<file path="src/rtl/bcd_seq_converter.sv">
`default_nettype none
// ============================================================================
// Module      : bcd_seq_converter
// Description : Sequential packed-BCD to binary converter. Accepts one
//               operand of NDIGITS BCD digits through a valid/ready
//               handshake. It converts the operand one digit per clock,
//               most significant digit first (acc = acc*10 + digit). The
//               result is presented through a second valid/ready handshake.
//               A nibble greater than 9 flags an error. The digit index of
//               the most significant bad nibble is reported, and the binary
//               result is forced to 0.
// Ports       : clk        - clock, rising edge
//               rst        - synchronous active-high reset
//               in_valid   - operand offered
//               in_ready   - operand can be accepted (IDLE only)
//               bcd_in     - packed BCD operand, digit NDIGITS-1 is the MSD
//               out_valid  - result available (DONE only)
//               out_ready  - consumer takes the result
//               binary     - converted value (0 when error)
//               error      - operand held a non-BCD nibble
//               err_pos    - index of the most significant bad nibble
//               busy       - conversion in progress
// Revision    : 1.0 - initial release
// ============================================================================
module bcd_seq_converter #(
  parameter  int NDIGITS = 4,
  parameter  int BIN_W   = 14,
  localparam int POS_W   = (NDIGITS > 1) ? $clog2(NDIGITS) : 1
) (
  input  logic                 clk,
  input  logic                 rst,
  input  logic                 in_valid,
  output logic                 in_ready,
  input  logic [4*NDIGITS-1:0] bcd_in,
  output logic                 out_valid,
  input  logic                 out_ready,
  output logic [BIN_W-1:0]     binary,
  output logic                 error,
  output logic [POS_W-1:0]     err_pos,
  output logic                 busy
);

  localparam logic [BIN_W-1:0] C_TEN      = BIN_W'(10);
  localparam logic [POS_W-1:0] C_CNT_INIT = POS_W'(NDIGITS - 1);
  localparam logic [POS_W-1:0] C_CNT_ONE  = POS_W'(1);

  typedef enum logic [1:0] {
    S_IDLE = 2'd0,
    S_CONV = 2'd1,
    S_DONE = 2'd2
  } state_t;

  state_t                 state_q,   state_d;
  logic [4*NDIGITS-1:0]   operand_q, operand_d;
  logic [BIN_W-1:0]       acc_q,     acc_d;
  logic [POS_W-1:0]       cnt_q,     cnt_d;
  logic                   err_q,     err_d;
  logic [POS_W-1:0]       err_pos_q, err_pos_d;

  logic [4*NDIGITS-1:0]   digit_sh;
  logic [3:0]             digit;
  logic [BIN_W-1:0]       digit_ext;

  // The current digit is selected by shifting the operand right by 4*cnt.
  always_comb begin
    digit_sh  = operand_q >> {cnt_q, 2'b00};
    digit     = digit_sh[3:0];
    digit_ext = {{(BIN_W-4){1'b0}}, digit};
  end

  always_comb begin
    state_d   = state_q;
    operand_d = operand_q;
    acc_d     = acc_q;
    cnt_d     = cnt_q;
    err_d     = err_q;
    err_pos_d = err_pos_q;

    case (state_q)
      S_IDLE: begin
        if (in_valid) begin
          operand_d = bcd_in;
          acc_d     = '0;
          err_d     = 1'b0;
          err_pos_d = '0;
          cnt_d     = C_CNT_INIT;
          state_d   = S_CONV;
        end
      end

      S_CONV: begin
        // Bad digits still go through the accumulator. This keeps the
        // latency fixed, and the result is masked at the output anyway.
        acc_d = acc_q * C_TEN + digit_ext;
        // Only the first bad digit is recorded. Scanning runs MSD first,
        // so that digit is the most significant one.
        if ((digit > 4'd9) && !err_q) begin
          err_d     = 1'b1;
          err_pos_d = cnt_q;
        end
        if (cnt_q == '0) begin
          state_d = S_DONE;
        end else begin
          cnt_d = cnt_q - C_CNT_ONE;
        end
      end

      S_DONE: begin
        if (out_ready) begin
          state_d = S_IDLE;
        end
      end

      default: begin
        state_d = S_IDLE;
      end
    endcase
  end

  always_ff @(posedge clk) begin
    if (rst) begin
      state_q   <= S_IDLE;
      operand_q <= '0;
      acc_q     <= '0;
      cnt_q     <= '0;
      err_q     <= 1'b0;
      err_pos_q <= '0;
    end else begin
      state_q   <= state_d;
      operand_q <= operand_d;
      acc_q     <= acc_d;
      cnt_q     <= cnt_d;
      err_q     <= err_d;
      err_pos_q <= err_pos_d;
    end
  end

  // Result outputs are driven only in DONE and are 0 elsewhere. Nothing
  // changes state while waiting in DONE, so they stay stable under
  // backpressure.
  always_comb begin
    in_ready  = (state_q == S_IDLE);
    out_valid = (state_q == S_DONE);
    busy      = (state_q == S_CONV);
    binary    = (out_valid && !err_q) ? acc_q : '0;
    error     = out_valid && err_q;
    err_pos   = (out_valid && err_q) ? err_pos_q : '0;
  end

endmodule
`default_nettype wire
</file>
<file path="config.mk">
export PLATFORM = sky130hd
export DESIGN_NAME = bcd_seq_converter
export DESIGN_NICKNAME = d
export VERILOG_FILES = /design/src/rtl/bcd_seq_converter.sv
export SDC_FILE = /design/constraint.sdc
export NUM_CORES = 1
export LEC_CHECK = 0
export CORE_UTILIZATION = 35
export DETAILED_ROUTE_END_ITERATION = 10
export GPL_TIMING_DRIVEN = 1
export SLEW_MARGIN = 20
export SYNTH_ARGS = -nofsm -noshare
export SYNTH_HDL_FRONTEND = slang
export SYNTH_SLANG_ARGS = --single-unit
</file>
<file path="constraint.sdc">
create_clock -name clk -period 3.7 [get_ports clk]
set_input_delay 0.555 -clock clk [delete_from_list [all_inputs] [get_ports clk]]
set_output_delay 0.555 -clock clk [all_outputs]
set_load 0.005 [all_outputs]
</file>
==> impl_metrics.env, run 1 <==
export IMPL_grt_max_degree=30
export IMPL_postSynthCellCount=296
export IMPL_place_gp_congestion=0.774
export IMPL_area_delta_synth_final_pct=21.2
export IMPL_groute_usage_overall_pct=16.2
export IMPL_required_ns=3.87
export IMPL_route_detailed_drc=0
export IMPL_grt_pass1_vias=2037
export IMPL_root_buffer="sky130_fd_sc_hd__clkbuf_8"
export IMPL_placementRows=30
export IMPL_drv_slew=0
export IMPL_final_seq_area_um2=741
export IMPL_crit_fanout=5
export IMPL_placeableCoreArea_um2=6790
export IMPL_detailroute_via_count=2144
export IMPL_synthesis_nets=341
export IMPL_io_pins=40
export IMPL_design_final_nets=372
export IMPL_num_antenna_cells=0
export IMPL_drt_first_pass_iters=4
export IMPL_instances_no_fill=424
export IMPL_final_min_clock_period_ns=2.90
export IMPL_sum_of_routed_wire_length_over_all_layers_um=5650
export IMPL_rsz0062_at_grt="false"
export IMPL_clkSlewWorstSetupHoldPaths_ns=0.07
export IMPL_synth_yosys_warnings=0
export IMPL_drt_wirelength_per_cell_um=13.3
export IMPL_ys_dominant_reg_cell="sky130_fd_sc_hd__dfxtp_1"
export IMPL_final_setup_viol_count=0
export IMPL_leakagePower_nw=1.28
export IMPL_layout_filler_cells=698
export IMPL_post_route_cells_drive_above_1_share_pct=6.10
export IMPL_cts_sinks=37
export IMPL_tritoncts="yes"
export IMPL_worst_ir_drop_vdd_mv=0.157
export IMPL_max_clock_path_buffers=2
export IMPL_dieWidth_um=85.9
export IMPL_hpwlAfterDp_um=4220
export IMPL_multi_input_comb_area_um2=1570
export IMPL_setup_tns_final_ns=0
export IMPL_timing_final_hold_violations=0
export IMPL_gr_total_overflow=0
export IMPL_critical_path_class="flop to flop"
export IMPL_synth_seq_cells=37
export IMPL_synth_enable_flop_cells=0
export IMPL_cts_post_setup_buffers_inserted=0
export IMPL_async_reset_ff_share_pct=0
export IMPL_clk_insertion_delay_late_ns=0.29
export IMPL_timing_fmax_mhz=344
export IMPL_dpl_cell_count=416
export IMPL_synthDistinctLibCells=47
export IMPL_maxSlewHeadroom_pct=48.7
export IMPL_chipHeight_um=85.9
export IMPL_initial_antenna_violation_count=0
export IMPL_skew_ns=0.0122
export IMPL_tightestPinTransition_ns=0.767
export IMPL_post_route_ant_nets=0
export IMPL_mean_syn_cell_area_um2=8.33
export IMPL_fin_crit_sh_pct=78.5
export IMPL_cts_bufs_inserted=5
export IMPL_endpoint_kind="flop"
export IMPL_timing_max_cap_violations=0
export IMPL_grt_pass1_wl_um=9560
export IMPL_syn_cell_area_um2=2460
export IMPL_placement_io_buffers=39
export IMPL_run_status="completed"
export IMPL_cp_data_arrival_time_ns=3.08
export IMPL_post_drt_via_cell_ratio=5.06
export IMPL_post_cts_resized_instances=0
export IMPL_yosysSeqAreaShare_pct=30.1
export IMPL_hp_class="flop to flop"
export IMPL_start_util_pct=36.3
export IMPL_total_die_area_um2=7380
export IMPL_critPathLaunchType="flop"
export IMPL_p_per_area_nw_per_um2=317
export IMPL_cts_stage_hold_buffer_count=0
export IMPL_number_of_drc_markers_in_iteration_0=55
export IMPL_htree_num_levels=2
[metal layers]
layer,part of all wire (%),up-vias,global-route usage [%]
met2,46,47,27.6
met1,50,976,21.6
met5,0,-,0
met4,0.78,0,3.03
met3,3.2,7,2.89
li1,-,1114,-
[kinds of logic (layout without fill, tap and decap cells)]
group           after synthesis  after routing  share of synthesized area (%)
compound gates               64             64                           16.3
xor+xnor                     15             15                           5.33
fa+ha+maj                    25             25                           13.3
buf+inv                      25             57                           6.09
flops                        37             37                           30.1
mux                           5              5                           4.06
simple gates                125            125                           24.9
[sequential cells by signal (all words and copies together) (netlist names)]
name       flops
acc_q         14
cnt_q          2
operand_q     16
state_q        2
err_q          1
err_pos_q      2
[critical path, stage by stage (launching register included)]
cell	delay, ns
sky130_fd_sc_hd__dfxtp_1	0.44
sky130_fd_sc_hd__ha_1	0.28
sky130_fd_sc_hd__ha_1	0.24
sky130_fd_sc_hd__fa_1	0.41
sky130_fd_sc_hd__a21o_1	0.22
sky130_fd_sc_hd__a221oi_2	0.33
sky130_fd_sc_hd__nor3_1	0.09
sky130_fd_sc_hd__a311o_1	0.31
sky130_fd_sc_hd__and4_1	0.19
sky130_fd_sc_hd__xnor2_1	0.12
sky130_fd_sc_hd__a22o_1	0.17
[synthesized netlist by cell type, drive strengths merged, types with 2 or more instances]
master	number	share of area, %
o31ai	2	0.61
a21oi	34	6.9
buf	2	0.61
nand4	2	0.51
fa	2	1.6
nor2	21	3.2
and3	22	5.7
o21ai	4	0.81
a22o	2	0.71
and2	2	0.51
o211ai	3	1.1
mux4	4	3.7
nor4	2	0.76
o21bai	2	0.61
or3	2	0.51
a31oi	3	0.76
ha	23	12
a211oi	3	0.91
nand3	13	2.6
nor3	3	0.61
a22oi	2	0.61
nand2b	2	0.51
nand2	49	7.5
xnor2	12	4.3
inv	8	1.2
dfxtp	37	30
xor2	3	1.1
clkbuf	14	2.9
a21o	5	1.5
[area by class of cell]
| class | count | area share [%] |
|---|---|---|
| Clock buffer | 7 | 2.89 |
| Sequential cell | 37 | 24.8 |
| Inverter | 8 | 1.01 |
| Multi-Input combinational cell | 234 | 52.7 |
| Timing Repair Buffer | 41 | 13.6 |
| Clock inverter | 1 | 1.01 |
| Tap cell | 96 | 4.02 |
[metrics by stage]
stage	area, um^2	total power [W]	hold WS, ns	setup WS [ns]	utilization, %
finish	2990	0.000946	0.454	0.796	44.0
floorplan	2460	0.000547	0.431	0.882	-
CTS	2990	0.000951	0.458	0.805	44.0
global route	2990	0.000994	0.476	0.641	44.0
detailed placement	2870	0.000597	0.447	0.843	42.2
global placement	2870	0.000595	0.441	0.873	42.2
[power breakdown]
group	leakage, nW	switching, W	internal, W
combinational	0.920	0.0000824	0.0000671
sequential	0.302	0.0000194	0.000418
clock	0.0585	0.000139	0.000220
total	1.28	0.000240	0.000705
[placed cells by master (no fill, tap or decap), types with 3 or more instances in the layout]
cell / instances
sky130_fd_sc_hd__nand2_1: 49
sky130_fd_sc_hd__clkdlybuf4s50_1: 39
sky130_fd_sc_hd__dfxtp_1: 37
sky130_fd_sc_hd__a21oi_1: 34
sky130_fd_sc_hd__ha_1: 23
sky130_fd_sc_hd__nor2_1: 21
sky130_fd_sc_hd__and3_1: 20
sky130_fd_sc_hd__nand3_1: 13
sky130_fd_sc_hd__xnor2_1: 12
sky130_fd_sc_hd__inv_1: 8
sky130_fd_sc_hd__clkbuf_8: 6
sky130_fd_sc_hd__a21o_1: 5
sky130_fd_sc_hd__mux4_2: 4
sky130_fd_sc_hd__o21ai_0: 4
sky130_fd_sc_hd__nor3_1: 3
sky130_fd_sc_hd__xor2_1: 3
sky130_fd_sc_hd__a31oi_1: 3
sky130_fd_sc_hd__a211oi_1: 3
[worst paths after layout]
check                                                from                         to  slack [ns]  depth (start not counted)
worst max register to register      acc_q[1]$_SDFFE_PP0P_     acc_q[13]$_SDFFE_PP0P_        0.80                         10
worst min-delay path            operand_q[2]$_SDFFE_PP0P_  operand_q[2]$_SDFFE_PP0P_        0.45                          2
worst min register to register  operand_q[2]$_SDFFE_PP0P_  operand_q[2]$_SDFFE_PP0P_        0.45                          2
worst max-delay path                acc_q[1]$_SDFFE_PP0P_     acc_q[13]$_SDFFE_PP0P_        0.80                         10
No activity file was read; power rests on OpenSTA's default activity.
==> run 2, diff against run 1 <==
- clock period: 3.7 -> 2.8 ns (I/O delays scaled with it)
==> impl_metrics.env, run 2 (synthesis results as in run 1) <==
export IMPL_run_status="completed"
export IMPL_total_die_area_um2=7380
export IMPL_crit_fanout=4
export IMPL_post_drt_via_cell_ratio=4.99
export IMPL_critPathLaunchType="flop"
export IMPL_post_route_cells_drive_above_1_share_pct=13.6
export IMPL_grt_max_degree=21
export IMPL_fin_crit_sh_pct=96.4
export IMPL_grt_pass1_vias=2123
export IMPL_clk_insertion_delay_late_ns=0.29
export IMPL_dpl_cell_count=433
export IMPL_htree_num_levels=2
export IMPL_groute_usage_overall_pct=17.0
export IMPL_detailroute_via_count=2207
export IMPL_p_per_area_nw_per_um2=368
export IMPL_max_clock_path_buffers=2
export IMPL_route_detailed_drc=0
export IMPL_drt_first_pass_iters=4
export IMPL_leakagePower_nw=1.34
export IMPL_cp_data_arrival_time_ns=2.88
export IMPL_initial_antenna_violation_count=0
export IMPL_worst_ir_drop_vdd_mv=0.220
export IMPL_drt_wirelength_per_cell_um=13.4
export IMPL_io_pins=40
export IMPL_tritoncts="yes"
export IMPL_hpwlAfterDp_um=4400
export IMPL_area_delta_synth_final_pct=28.0
export IMPL_dieWidth_um=85.9
export IMPL_placementRows=30
export IMPL_tightestPinTransition_ns=0.452
export IMPL_design_final_nets=390
export IMPL_mostFrequentLayoutCell="sky130_fd_sc_hd__nand2_1"
export IMPL_layout_filler_cells=687
export IMPL_instances_no_fill=442
export IMPL_p_sw_w=0.000333
export IMPL_root_buffer="sky130_fd_sc_hd__clkbuf_8"
export IMPL_layout_core_utilization_pct=46.4
export IMPL_sum_of_routed_wire_length_over_all_layers_um=5900
export IMPL_cts_sinks=37
export IMPL_skew_ns=0.00629
export IMPL_placeableCoreArea_um2=6790
export IMPL_maxSlewHeadroom_pct=69.8
export IMPL_power_switching_share_pct=28.7
export IMPL_endpoint_kind="flop"
export IMPL_post_route_ant_nets=0
export IMPL_start_util_pct=36.3
export IMPL_placement_io_buffers=39
export IMPL_num_antenna_cells=0
export IMPL_final_setup_viol_count=0
export IMPL_drv_slew=0
export IMPL_chipHeight_um=85.9
export IMPL_mostFrequentLayoutCells="49 x sky130_fd_sc_hd__nand2_1, 39 x sky130_fd_sc_hd__clkdlybuf4s50_1, 35 x sky130_fd_sc_hd__dfxtp_1"
export IMPL_timing_max_cap_violations=0
export IMPL_final_min_clock_period_ns=2.70
export IMPL_gr_total_overflow=0
export IMPL_cts_bufs_inserted=5
export IMPL_grt_pass1_wl_um=9890
export IMPL_required_ns=2.98
export IMPL_max_reg_flops=16
export IMPL_timing_final_hold_violations=0
export IMPL_p_int_w=0.000828
export IMPL_share_seq_of_total_power_pct=49.3
export IMPL_number_of_drc_markers_in_iteration_0=108
export IMPL_clkSlewWorstSetupHoldPaths_ns=0.08
export IMPL_layout_top_registers="operand_q (16), acc_q (14)"
export IMPL_comb_power_share_pct=19.2
export IMPL_critical_path_class="flop to flop"
export IMPL_timing_fmax_mhz=371
export IMPL_max_flop_register="operand_q"
export IMPL_setup_tns_final_ns=0
export IMPL_clockPowerShare_pct=31.5
export IMPL_place_gp_congestion=0.807
export IMPL_hp_class="flop to flop"
## run 2: cell types whose count changed in the layout (fill, tap and decap cells not counted), moves of 2 or more
cell | before | now
sky130_fd_sc_hd__ha_1 | 23 | 20
sky130_fd_sc_hd__fa_1 | 2 | 0
sky130_fd_sc_hd__fa_2 | 0 | 2
sky130_fd_sc_hd__buf_4 | 2 | 20
sky130_fd_sc_hd__clkinv_2 | 0 | 2
sky130_fd_sc_hd__dfxtp_1 | 37 | 35
sky130_fd_sc_hd__ha_4 | 0 | 2
sky130_fd_sc_hd__dfxtp_2 | 0 | 2
## run 2: power by group through the flow
stage	clock [W]	sequential, W	combinational, W
global placement	0	0.000584	0.000216
floorplan	0	0.000579	0.000145
detailed placement	0	0.000584	0.000219
CTS	0.000376	0.000572	0.000220
global route	0.000404	0.000577	0.000248
finish	0.000366	0.000572	0.000223
## run 2: repair_timing
| action | 4_1_cts | 5_1_grt |
|---|---|---|
| buffers inserted | 0 | 1 |
| hold endpoints to repair | 0 | 0 |
| hold buffers | 0 | 0 |
| endpoints found under the setup margin | 0 | 5 |
| resized for setup | 0 | 12 |
## run 2: metrics by stage
step / total power [W] / area, um^2 / setup slack, ns / hold WS (ns)
2_1_floorplan: 0.000724 / 2470 / 0.0968 / 0.431
3_3_place_gp: 0.000800 / 3000 / 0.0621 / 0.441
3_5_place_dp: 0.000804 / 3000 / 0.0504 / 0.446
4_1_cts: 0.00117 / 3080 / 0.0136 / 0.457
5_1_grt: 0.00123 / 3160 / -0.0305 / 0.479
6_report: 0.00116 / 3160 / 0.102 / 0.455
## run 2: worst max-delay path, stage by stage, from the launching register on
cell and delay [ns]:
sky130_fd_sc_hd__dfxtp_1 0.35, sky130_fd_sc_hd__ha_1 0.25, sky130_fd_sc_hd__ha_4 0.19, sky130_fd_sc_hd__fa_2 0.39, sky130_fd_sc_hd__a21o_1 0.21, sky130_fd_sc_hd__a221oi_4 0.30, sky130_fd_sc_hd__nor3_1 0.08, sky130_fd_sc_hd__a311o_1 0.33
sky130_fd_sc_hd__and4_1 0.20, sky130_fd_sc_hd__xnor2_1 0.13, sky130_fd_sc_hd__a22o_1 0.17
## run 2: layout make-up
cell class / count / area, um^2 / area share [%]
flip-flops and latches: 37 / 743 / 23.6
inverters: 8 / 30.0 / 0.952
repair buffers: 59 / 541 / 17.1
clock buffers: 5 / 68.8 / 2.18
well taps: 96 / 120 / 3.81
clock inverters: 3 / 17.5 / 0.555
multi-input cells: 234 / 1640 / 51.8
## run 2: final timing paths
check	from	to	slack (ns)	depth (start not counted)
worst max-delay path	acc_q[0]$_SDFFE_PP0P_	acc_q[13]$_SDFFE_PP0P_	0.10	10
worst min-delay path	operand_q[13]$_SDFFE_PP0P_	operand_q[13]$_SDFFE_PP0P_	0.45	2
worst max register to register	acc_q[0]$_SDFFE_PP0P_	acc_q[13]$_SDFFE_PP0P_	0.10	10
worst min register to register	operand_q[13]$_SDFFE_PP0P_	operand_q[13]$_SDFFE_PP0P_	0.45	2
## run 2: per-layer routing
layer,track usage [%],vias to the layer above,wire (um)
li1,-,1149,-
met5,0,-,0
met1,20.9,1011,2770
met4,4.55,0,55
met3,2.98,4,177
met2,30.3,43,2900
